## src/rtl/sdram_req_queue.sv

```systemverilog
// Client command FIFO in front of memory_controller: issues one req/ack transaction
// at a time, returns read data to the client, and bounds every wait with a timeout.
module sdram_req_queue #(
    parameter int FIFO_DEPTH  = 4,
    parameter int ADDR_W      = 22,
    parameter int DATA_W      = 16,
    parameter int ACK_TIMEOUT = 4096
) (
    input  logic              clk_in,
    input  logic              rstn,
    input  logic              cmd_valid,
    output logic              cmd_ready,
    input  logic              cmd_write,
    input  logic [ADDR_W-1:0] cmd_addr,
    input  logic [DATA_W-1:0] cmd_wdata,
    input  logic [1:0]        cmd_be,
    output logic              rd_valid,
    output logic [DATA_W-1:0] rd_data,
    output logic              rd_err,
    output logic              mc_req,
    output logic              mc_write,
    output logic [ADDR_W-1:0] mc_addr,
    output logic              mc_msb,
    output logic              mc_lsb,
    output logic [DATA_W-1:0] mc_wdata,
    output logic              mc_wdata_oe,
    input  logic [DATA_W-1:0] mc_rdata,
    input  logic              mc_ack,
    output logic              busy,
    output logic              err_timeout
);
    localparam int PTR_W = $clog2(FIFO_DEPTH);
    localparam int CNT_W = PTR_W + 1;
    localparam int TMR_W = $clog2(ACK_TIMEOUT + 1);
    localparam int ENT_W = 1 + ADDR_W + DATA_W + 2;

    typedef enum logic [1:0] {
        S_IDLE  = 2'd0,
        S_ISSUE = 2'd1,
        S_WAIT  = 2'd2
    } state_t;

    state_t              state_q, state_d;
    logic [ENT_W-1:0]    fifo_q [FIFO_DEPTH];
    logic [PTR_W-1:0]    wr_ptr_q, wr_ptr_d, rd_ptr_q, rd_ptr_d;
    logic [CNT_W-1:0]    count_q, count_d;
    logic [TMR_W-1:0]    timer_q, timer_d;
    logic                mc_req_q, mc_req_d, mc_write_q, mc_write_d;
    logic [ADDR_W-1:0]   mc_addr_q, mc_addr_d;
    logic                mc_msb_q, mc_msb_d, mc_lsb_q, mc_lsb_d;
    logic [DATA_W-1:0]   mc_wdata_q, mc_wdata_d;
    logic                rd_valid_q, rd_valid_d, rd_err_q, rd_err_d;
    logic [DATA_W-1:0]   rd_data_q, rd_data_d;
    logic                err_timeout_q, err_timeout_d;
    logic                push, pop, ack_done, timed_out;

    // Client side is valid/ready: a command transfers on any edge where cmd_valid and
    // cmd_ready are both high; cmd_ready depends only on the registered count.
    assign cmd_ready = (count_q != CNT_W'(FIFO_DEPTH));
    assign push      = cmd_valid & cmd_ready;

    always_comb begin
        state_d       = state_q;
        wr_ptr_d      = wr_ptr_q;
        rd_ptr_d      = rd_ptr_q;
        timer_d       = timer_q;
        mc_req_d      = 1'b0;
        mc_write_d    = mc_write_q;
        mc_addr_d     = mc_addr_q;
        mc_msb_d      = mc_msb_q;
        mc_lsb_d      = mc_lsb_q;
        mc_wdata_d    = mc_wdata_q;
        rd_valid_d    = 1'b0;
        rd_err_d      = 1'b0;
        rd_data_d     = rd_data_q;
        err_timeout_d = err_timeout_q;
        pop           = 1'b0;
        ack_done      = 1'b0;
        timed_out     = 1'b0;

        case (state_q)
            S_IDLE: begin
                if (count_q != '0) begin
                    pop      = 1'b1;
                    rd_ptr_d = rd_ptr_q + PTR_W'(1);
                    {mc_write_d, mc_addr_d, mc_wdata_d, mc_msb_d, mc_lsb_d} = fifo_q[rd_ptr_q];
                    mc_req_d = 1'b1;
                    state_d  = S_ISSUE;
                end
            end
            S_ISSUE: begin
                timer_d = '0;
                if (mc_ack) begin
                    ack_done = 1'b1;
                    state_d  = S_IDLE;
                end else begin
                    state_d = S_WAIT;
                end
            end
            S_WAIT: begin
                if (mc_ack) begin
                    ack_done = 1'b1;
                    state_d  = S_IDLE;
                    timer_d  = '0;
                end else if (timer_q == TMR_W'(ACK_TIMEOUT - 1)) begin
                    timed_out = 1'b1;
                    state_d   = S_IDLE;
                    timer_d   = '0;
                end else begin
                    timer_d = timer_q + TMR_W'(1);
                end
            end
            default: state_d = S_IDLE;
        endcase

        if (ack_done && !mc_write_q) begin
            rd_valid_d = 1'b1;
            rd_data_d  = mc_rdata;
        end
        // A timed-out read still owes the client a strobe, flagged and zeroed.
        if (timed_out) begin
            err_timeout_d = 1'b1;
            if (!mc_write_q) begin
                rd_valid_d = 1'b1;
                rd_err_d   = 1'b1;
                rd_data_d  = '0;
            end
        end

        if (push) wr_ptr_d = wr_ptr_q + PTR_W'(1);
        count_d = count_q + CNT_W'(push) - CNT_W'(pop);
    end

    always_ff @(posedge clk_in) begin
        if (push) fifo_q[wr_ptr_q] <= {cmd_write, cmd_addr, cmd_wdata, cmd_be};
    end

    always_ff @(posedge clk_in) begin
        if (!rstn) begin
            state_q       <= S_IDLE;
            wr_ptr_q      <= '0;
            rd_ptr_q      <= '0;
            count_q       <= '0;
            timer_q       <= '0;
            mc_req_q      <= 1'b0;
            mc_write_q    <= 1'b0;
            mc_addr_q     <= '0;
            mc_msb_q      <= 1'b0;
            mc_lsb_q      <= 1'b0;
            mc_wdata_q    <= '0;
            rd_valid_q    <= 1'b0;
            rd_err_q      <= 1'b0;
            rd_data_q     <= '0;
            err_timeout_q <= 1'b0;
        end else begin
            state_q       <= state_d;
            wr_ptr_q      <= wr_ptr_d;
            rd_ptr_q      <= rd_ptr_d;
            count_q       <= count_d;
            timer_q       <= timer_d;
            mc_req_q      <= mc_req_d;
            mc_write_q    <= mc_write_d;
            mc_addr_q     <= mc_addr_d;
            mc_msb_q      <= mc_msb_d;
            mc_lsb_q      <= mc_lsb_d;
            mc_wdata_q    <= mc_wdata_d;
            rd_valid_q    <= rd_valid_d;
            rd_err_q      <= rd_err_d;
            rd_data_q     <= rd_data_d;
            err_timeout_q <= err_timeout_d;
        end
    end

    assign mc_req      = mc_req_q;
    assign mc_write    = mc_write_q;
    assign mc_addr     = mc_addr_q;
    assign mc_msb      = mc_msb_q;
    assign mc_lsb      = mc_lsb_q;
    assign mc_wdata    = mc_wdata_q;
    assign mc_wdata_oe = mc_write_q & (state_q != S_IDLE);
    assign rd_valid    = rd_valid_q;
    assign rd_err      = rd_err_q;
    assign rd_data     = rd_data_q;
    assign err_timeout = err_timeout_q;
    assign busy        = (count_q != '0) || (state_q != S_IDLE);

endmodule

```

## config.mk

```make
export PLATFORM = sky130hd
export DESIGN_NAME = sdram_req_queue
export DESIGN_NICKNAME = d
export VERILOG_FILES = /design/src/rtl/sdram_req_queue.sv
export SDC_FILE = /design/constraint.sdc
export NUM_CORES = 1
export LEC_CHECK = 0
export ABC_AREA = 1
export ABC_CLOCK_PERIOD_IN_PS = 5410
export BUFFER_PORTS_ARGS = -buffer_cell sky130_fd_sc_hd__buf_2
export CAP_MARGIN = 20
export CORE_UTILIZATION = 40
export DETAILED_ROUTE_END_ITERATION = 16
export PLACE_DENSITY_LB_ADDON = 0.3
export SLEW_MARGIN = 10
export SYNTH_ARGS = -nofsm -noshare
export SYNTH_HDL_FRONTEND = slang
export SYNTH_SLANG_ARGS = --single-unit
```

## constraint.sdc

```tcl
create_clock -name clk_in -period 5.41 [get_ports clk_in]
set_clock_uncertainty 0.15 [all_clocks]
set_input_delay 1.3525 -clock clk_in [delete_from_list [all_inputs] [get_ports clk_in]]
set_output_delay 1.3525 -clock clk_in [all_outputs]
set_load 0.01 [all_outputs]
```

Word level (Yosys, flattened, before mapping)
Memory sizes are Yosys's and may differ from the RTL's. A register that Yosys moved wholly into a read port is not among the register bits.
Cells that the tools add are included.
{"block": "totals", "regBits": 42, "ram_bits": 164, "out_inout_bits": 64, "wordCells": 60, "n_memories": 1}
{"memory": "fifo_q", "words": 4, "width": 41, "rd": 1, "rd_ports_with_merged_regs": 1, "write_ports": 1, "line": "44", "source": "logic [ENT_W-1:0] fifo_q [FIFO_DEPTH];"}
{"block": "op_classes", "add_sub_neg": 5, "n_eq_ne": 6, "muxes": 24, "bitwise_logic": 2, "n_reduce_logical": 12}
{"operator": "16-bit two-way mux", "count": 3}
{"operator": "13-bit two-way mux", "count": 2}
{"operator": "13-bit one-hot mux with 2 select lines", "count": 1}
{"operator": "13-bit by 1-bit adder with 13-bit output (second input constant)", "count": 1}
{"operator": "13-bit by 12-bit equality test with 1-bit output (second input constant)", "count": 1}
{"operator": "1-bit two-way mux", "count": 13}
{"operator": "2-bit two-way mux", "count": 4}
{"operator": "3-bit != test (second input constant)", "count": 2}
{"operator": "2-bit one-hot mux with 3 select lines", "count": 1}
{"operator": "2-bit AND reduction", "count": 3}
{"operator": "2-bit by 1-bit adder with 2-bit output (second input constant)", "count": 2}
{"operator": "2-bit nonzero test", "count": 2}
{"operator": "3-bit by 1-bit adder with 3-bit output", "count": 1}
{"operator": "3-bit nonzero test", "count": 1}
{"operator": "3-bit by 1-bit subtractor with 3-bit output", "count": 1}
{"operator": "1-bit AND", "count": 2}
{"operator": "2-bit by 1-bit equality test with 1-bit output (second input constant)", "count": 1}
{"operator": "2-bit equality test (second input constant)", "count": 1}
{"operator": "1-bit logical NOT", "count": 2}
{"operator": "2-bit logical NOT", "count": 1}
{"operator": "2-bit != test (second input constant)", "count": 1}
{"operator": "2-bit OR reduction", "count": 1}
{"operator": "1-bit logical AND", "count": 1}
{"operator": "1-bit logical OR", "count": 1}

Depth between registers and ports, before layout
{"block": "depth", "word_depth": 7, "mapped_depth": 11, "mapped_depth_nobuf": 10}

Least setup slack after synthesis
OpenSTA, ideal clock, no wires.
{"block": "synth_timing", "path_type": "in2reg", "from": "input port cmd_valid", "to": "memory fifo_q[0][0] (netlist bit) (enable)", "setup_time_ns": 0.440, "t_arrival_ns": 3.255, "required_time_ns": 4.820, "setup_slack_ns": 1.566, "cell_stages": 2, "cell_sequence": "nand2_1 nor2_1"}
{"block": "synth_between", "elab_chain_len": 3}
{"element": "start, declared", "line": "11", "source": "input logic cmd_valid,"}
{"element": "1-bit AND", "line": "60", "source": "assign push = cmd_valid & cmd_ready;"}
{"element": "1-bit two-way mux", "line": "135", "source": "if (push) fifo_q[wr_ptr_q] <= {cmd_write, cmd_addr, cmd_wdata, cmd_be};"}
{"element": "1-bit two-way mux (implied by the code)", "line": "135"}
{"element": "end, declared", "line": "44"}
Every way passes these cells.

Worst setup path in the final report
{"block": "layout_timing", "from": "register state_q[0]", "to": "register count_q[2]"}
{"block": "layout_between", "elab_chain_len": 3}
{"element": "start, declared", "line": "43", "source": "state_t state_q, state_d;"}
{"element": "start signal, assigned", "line": "156", "source": "state_q <= state_d;"}
{"element": "2-bit logical NOT", "line": "81", "source": "case (state_q)"}
{"element": "1-bit two-way mux"}
{"element": "3-bit by 1-bit subtractor with 3-bit output", "line": "131", "source": "count_d = count_q + CNT_W'(push) - CNT_W'(pop);"}
{"element": "end signal, assigned", "line": "159", "source": "count_q <= count_d;"}
{"element": "end, declared", "line": "46", "source": "logic [CNT_W-1:0] count_q, count_d;"}
Every way passes these cells.
A chain may end at the register's enable or synchronous reset.

==> flow_metrics.env <==
export IMPL_path_cells="inv_1 > ha_1 > nand2_2 > buf_4 > inv_2 > ha_1 > inv_1 > ha_1 > fa_1 > o21ai_0 > a21oi_1"
export IMPL_pre_cts_ws_ns=1.89
export IMPL_cts_tree="yes"
export IMPL_row_count=56
export IMPL_clk_path_buf_depth=3
export IMPL_routed_wl_um=20200
export IMPL_instances_no_fill=1320
export IMPL_ctsResizeCount=0
export IMPL_fillers=2173
export IMPL_arrival_ns=3.50
export IMPL_antenna_found_initial=1
export IMPL_hp_class="reg -> reg"
export IMPL_overflow=0
export IMPL_cts_hold_buffers=0
export IMPL_reg2reg_to="count_q[2]$_SDFF_PN0_"
export IMPL_gr_usage_all_layers=0.165
export IMPL_drv_cap=0
export IMPL_routedWlPerCell_um=15.3
export IMPL_clock_latency_ns=0.53
export IMPL_h_tree_depth=1
export IMPL_ant_nets=0
export IMPL_final_hold_viol_count=0
export IMPL_worstHoldStart="err_timeout$_SDFFE_PN0N_"
export IMPL_worstMarginPinSlew_ns=1.01
export IMPL_drive_above_1_share=0.197
export IMPL_leakage_uw=0.00434
export IMPL_relSlewSlack=0.326
export IMPL_cp_start_kind="flip-flop"
export IMPL_status="completed"
export IMPL_die_w_um=156
export IMPL_die_area_um2=24400
export IMPL_setup_viol=0
export IMPL_tns_ns=0
export IMPL_num_antenna_cells=0
export IMPL_drtIter0Drc=423
export IMPL_synth_cell_type_count=25
export IMPL_place_gp_congestion=0.794
export IMPL_grt_pass1_vias=6041
export IMPL_clock_sinks=247
export IMPL_seq_area_frac_synth=0.693
export IMPL_worst_setup_path_end_kind="flip-flop"
export IMPL_cts_root_buffer="clkbuf_16"
export IMPL_nNetsFinal=1054
export IMPL_cts_buffers=26
export IMPL_fmax_mhz=308
export IMPL_slowest_stage="buf_4"
export IMPL_rsz0062_at_grt="no"
export IMPL_min_period_ns=3.24
export IMPL_period_share=0.600
export IMPL_worst_ep_required_time_ns=5.66
export IMPL_drc=0
export IMPL_syn_area_um2=9500
export IMPL_yosysWarnings=0
export IMPL_area_delta_synth_final_pct=19.0
export IMPL_whs_path_depth=2
export IMPL_fin_ws_ns=2.17
export IMPL_avgViaCountPerCell=4.92
export IMPL_max_vdd_ir_drop_mv=0.306
export IMPL_synth_seq_cells=247
export IMPL_syn_inst=868
export IMPL_clk_pin_slew_ns=0.06
export IMPL_path_class="reg -> reg"
export IMPL_timing_reg2reg_setup_slack_ns=2.17
export IMPL_grt_max_degree=84
export IMPL_critical_path_most_common_cell="ha_1"
export IMPL_syn_area_per_cell_um2=10.9
export IMPL_place_inst=1272
export IMPL_critPathMaxStageDelay_ns=0.46
export IMPL_syn_num_nets=941
export IMPL_floorplan_initialDensity=0.406
export IMPL_worstRegToRegCells=11
export IMPL_boundaryPins=125
export IMPL_vias=6493
export IMPL_path_max_fanout=44
export IMPL_drt_first_pass_iters=5
export IMPL_port_buffers=124
export IMPL_dieHeight_um=156
export IMPL_powerDensity_nw_per_um2=531
export IMPL_reg2reg_from="state_q[0]$_SDFFE_PN0P_"
export IMPL_slew_viol_final=0
export IMPL_hpwl_um=12300
export IMPL_grt_first_pass_wirelength_um=31800
export IMPL_worst_hold_path_endpoint="err_timeout$_SDFFE_PN0N_"
export IMPL_core_um2=23400
export IMPL_post_cts_setup_buffer_count=0
-- final cells by class --
class | count | area [um2] | area share
Clock inverter | 17 | 219 | 0.0194
Multi-Input combinational cell | 522 | 2540 | 0.225
Inverter | 52 | 195 | 0.0173
Tap cell | 319 | 399 | 0.0353
Clock buffer | 31 | 673 | 0.0596
Timing Repair Buffer | 132 | 681 | 0.0602
Sequential cell | 247 | 6590 | 0.583
-- worst max-delay path: cells and delay by family, from the launching register on --
family          cells  cell delay [ns]
fa+ha+maj           4             1.23
buf+inv             4             1.05
flops               1             0.36
compound gates      2             0.22
simple gates        1             0.07
-- power by group --
group | switching (uW) | total (uW) | internal [uW]
clock network | 703 | 1830 | 1130
logic | 1140 | 1670 | 532
registers | 146 | 2510 | 2360
-- logic make-up after synthesis --
group,after synthesis,share of synthesized area
mux,1,0.00105
xor+xnor,7,0.00646
fa+ha+maj,12,0.0166
flops,247,0.693
buf+inv,99,0.0423
compound gates,197,0.109
simple gates,305,0.131
-- layout by cell type (no fill, tap or decap), drive strengths merged --
cell type and n:
edfxtp 164, buf 132, xnor2 4, xor2 3
clkinv 11, nand3 13, a21oi 25, clkbuf 31
dfxtp 83, nand4 5, nand2 83, mux2i 1
fa 1, ha 11, nor3 3, nor2 201
o22ai 42, o21ai 130, inv 53, bufinv 5
-- layer usage --
layer  part of all wire  GRT usage  up-vias
li1                   -          -     3209
met1               0.47      0.224     3091
met2               0.46      0.271      159
met3              0.049     0.0286       32
met4              0.022     0.0467        2
met5            0.00084          0        -
-- cells in the mapped netlist (all sizes together) --
cell type  number  area share
nand2          83       0.034
fa              1      0.0021
inv            52       0.021
a21oi          25       0.013
clkbuf         34       0.013
o21ai         130       0.069
xnor2           4      0.0037
nor2          201       0.082
dfxtp          83        0.17
mux2i           1      0.0011
nand4           5      0.0033
nor3            3      0.0016
nand3          13       0.010
xor2            3      0.0028
o22ai          42       0.028
ha             11       0.014
buf            13      0.0083
edfxtp        164        0.52
-- sequential cells by signal (all words and copies together) (netlist names) --
register     flops
fifo_q         164
mc_addr         22
mc_wdata        16
rd_data         16
timer_q         13
count_q          3
rd_ptr_q         2
state_q          2
wr_ptr_q         2
err_timeout      1
mc_lsb           1
mc_msb           1
mc_req           1
mc_write         1
rd_err           1
rd_valid         1
-- per-stage QoR --
step / hold WS (ns) / utilization / power [uW] / cell area, um2
after floorplan: 0.327 / - / 3670 / 9500
after global placement: 0.305 / 0.445 / 4210 / 10400
after detailed placement: 0.315 / 0.445 / 4240 / 10400
after CTS: 0.332 / 0.483 / 6080 / 11300
after global routing: 0.381 / 0.483 / 6370 / 11300
final: 0.333 / 0.483 / 6000 / 11300
-- how the worst max path moves through the flow --
stage	start	endpoint	slack, ns	depth (start not counted)
3_3_place_gp	cmd_valid	fifo_q[2][17]$_DFFE_PP_	1.94	4
2_1_floorplan	cmd_valid	fifo_q[0][0]$_DFFE_PP_	1.57	2
3_5_place_dp	cmd_valid	fifo_q[2][18]$_DFFE_PP_	1.89	4
5_1_grt	state_q[0]$_SDFFE_PN0P_	count_q[2]$_SDFF_PN0_	1.95	11
4_1_cts	state_q[0]$_SDFFE_PN0P_	count_q[2]$_SDFF_PN0_	2.14	11
6_report	state_q[0]$_SDFFE_PN0P_	count_q[2]$_SDFF_PN0_	2.17	11
No activity file was read; power rests on OpenSTA's default activity.
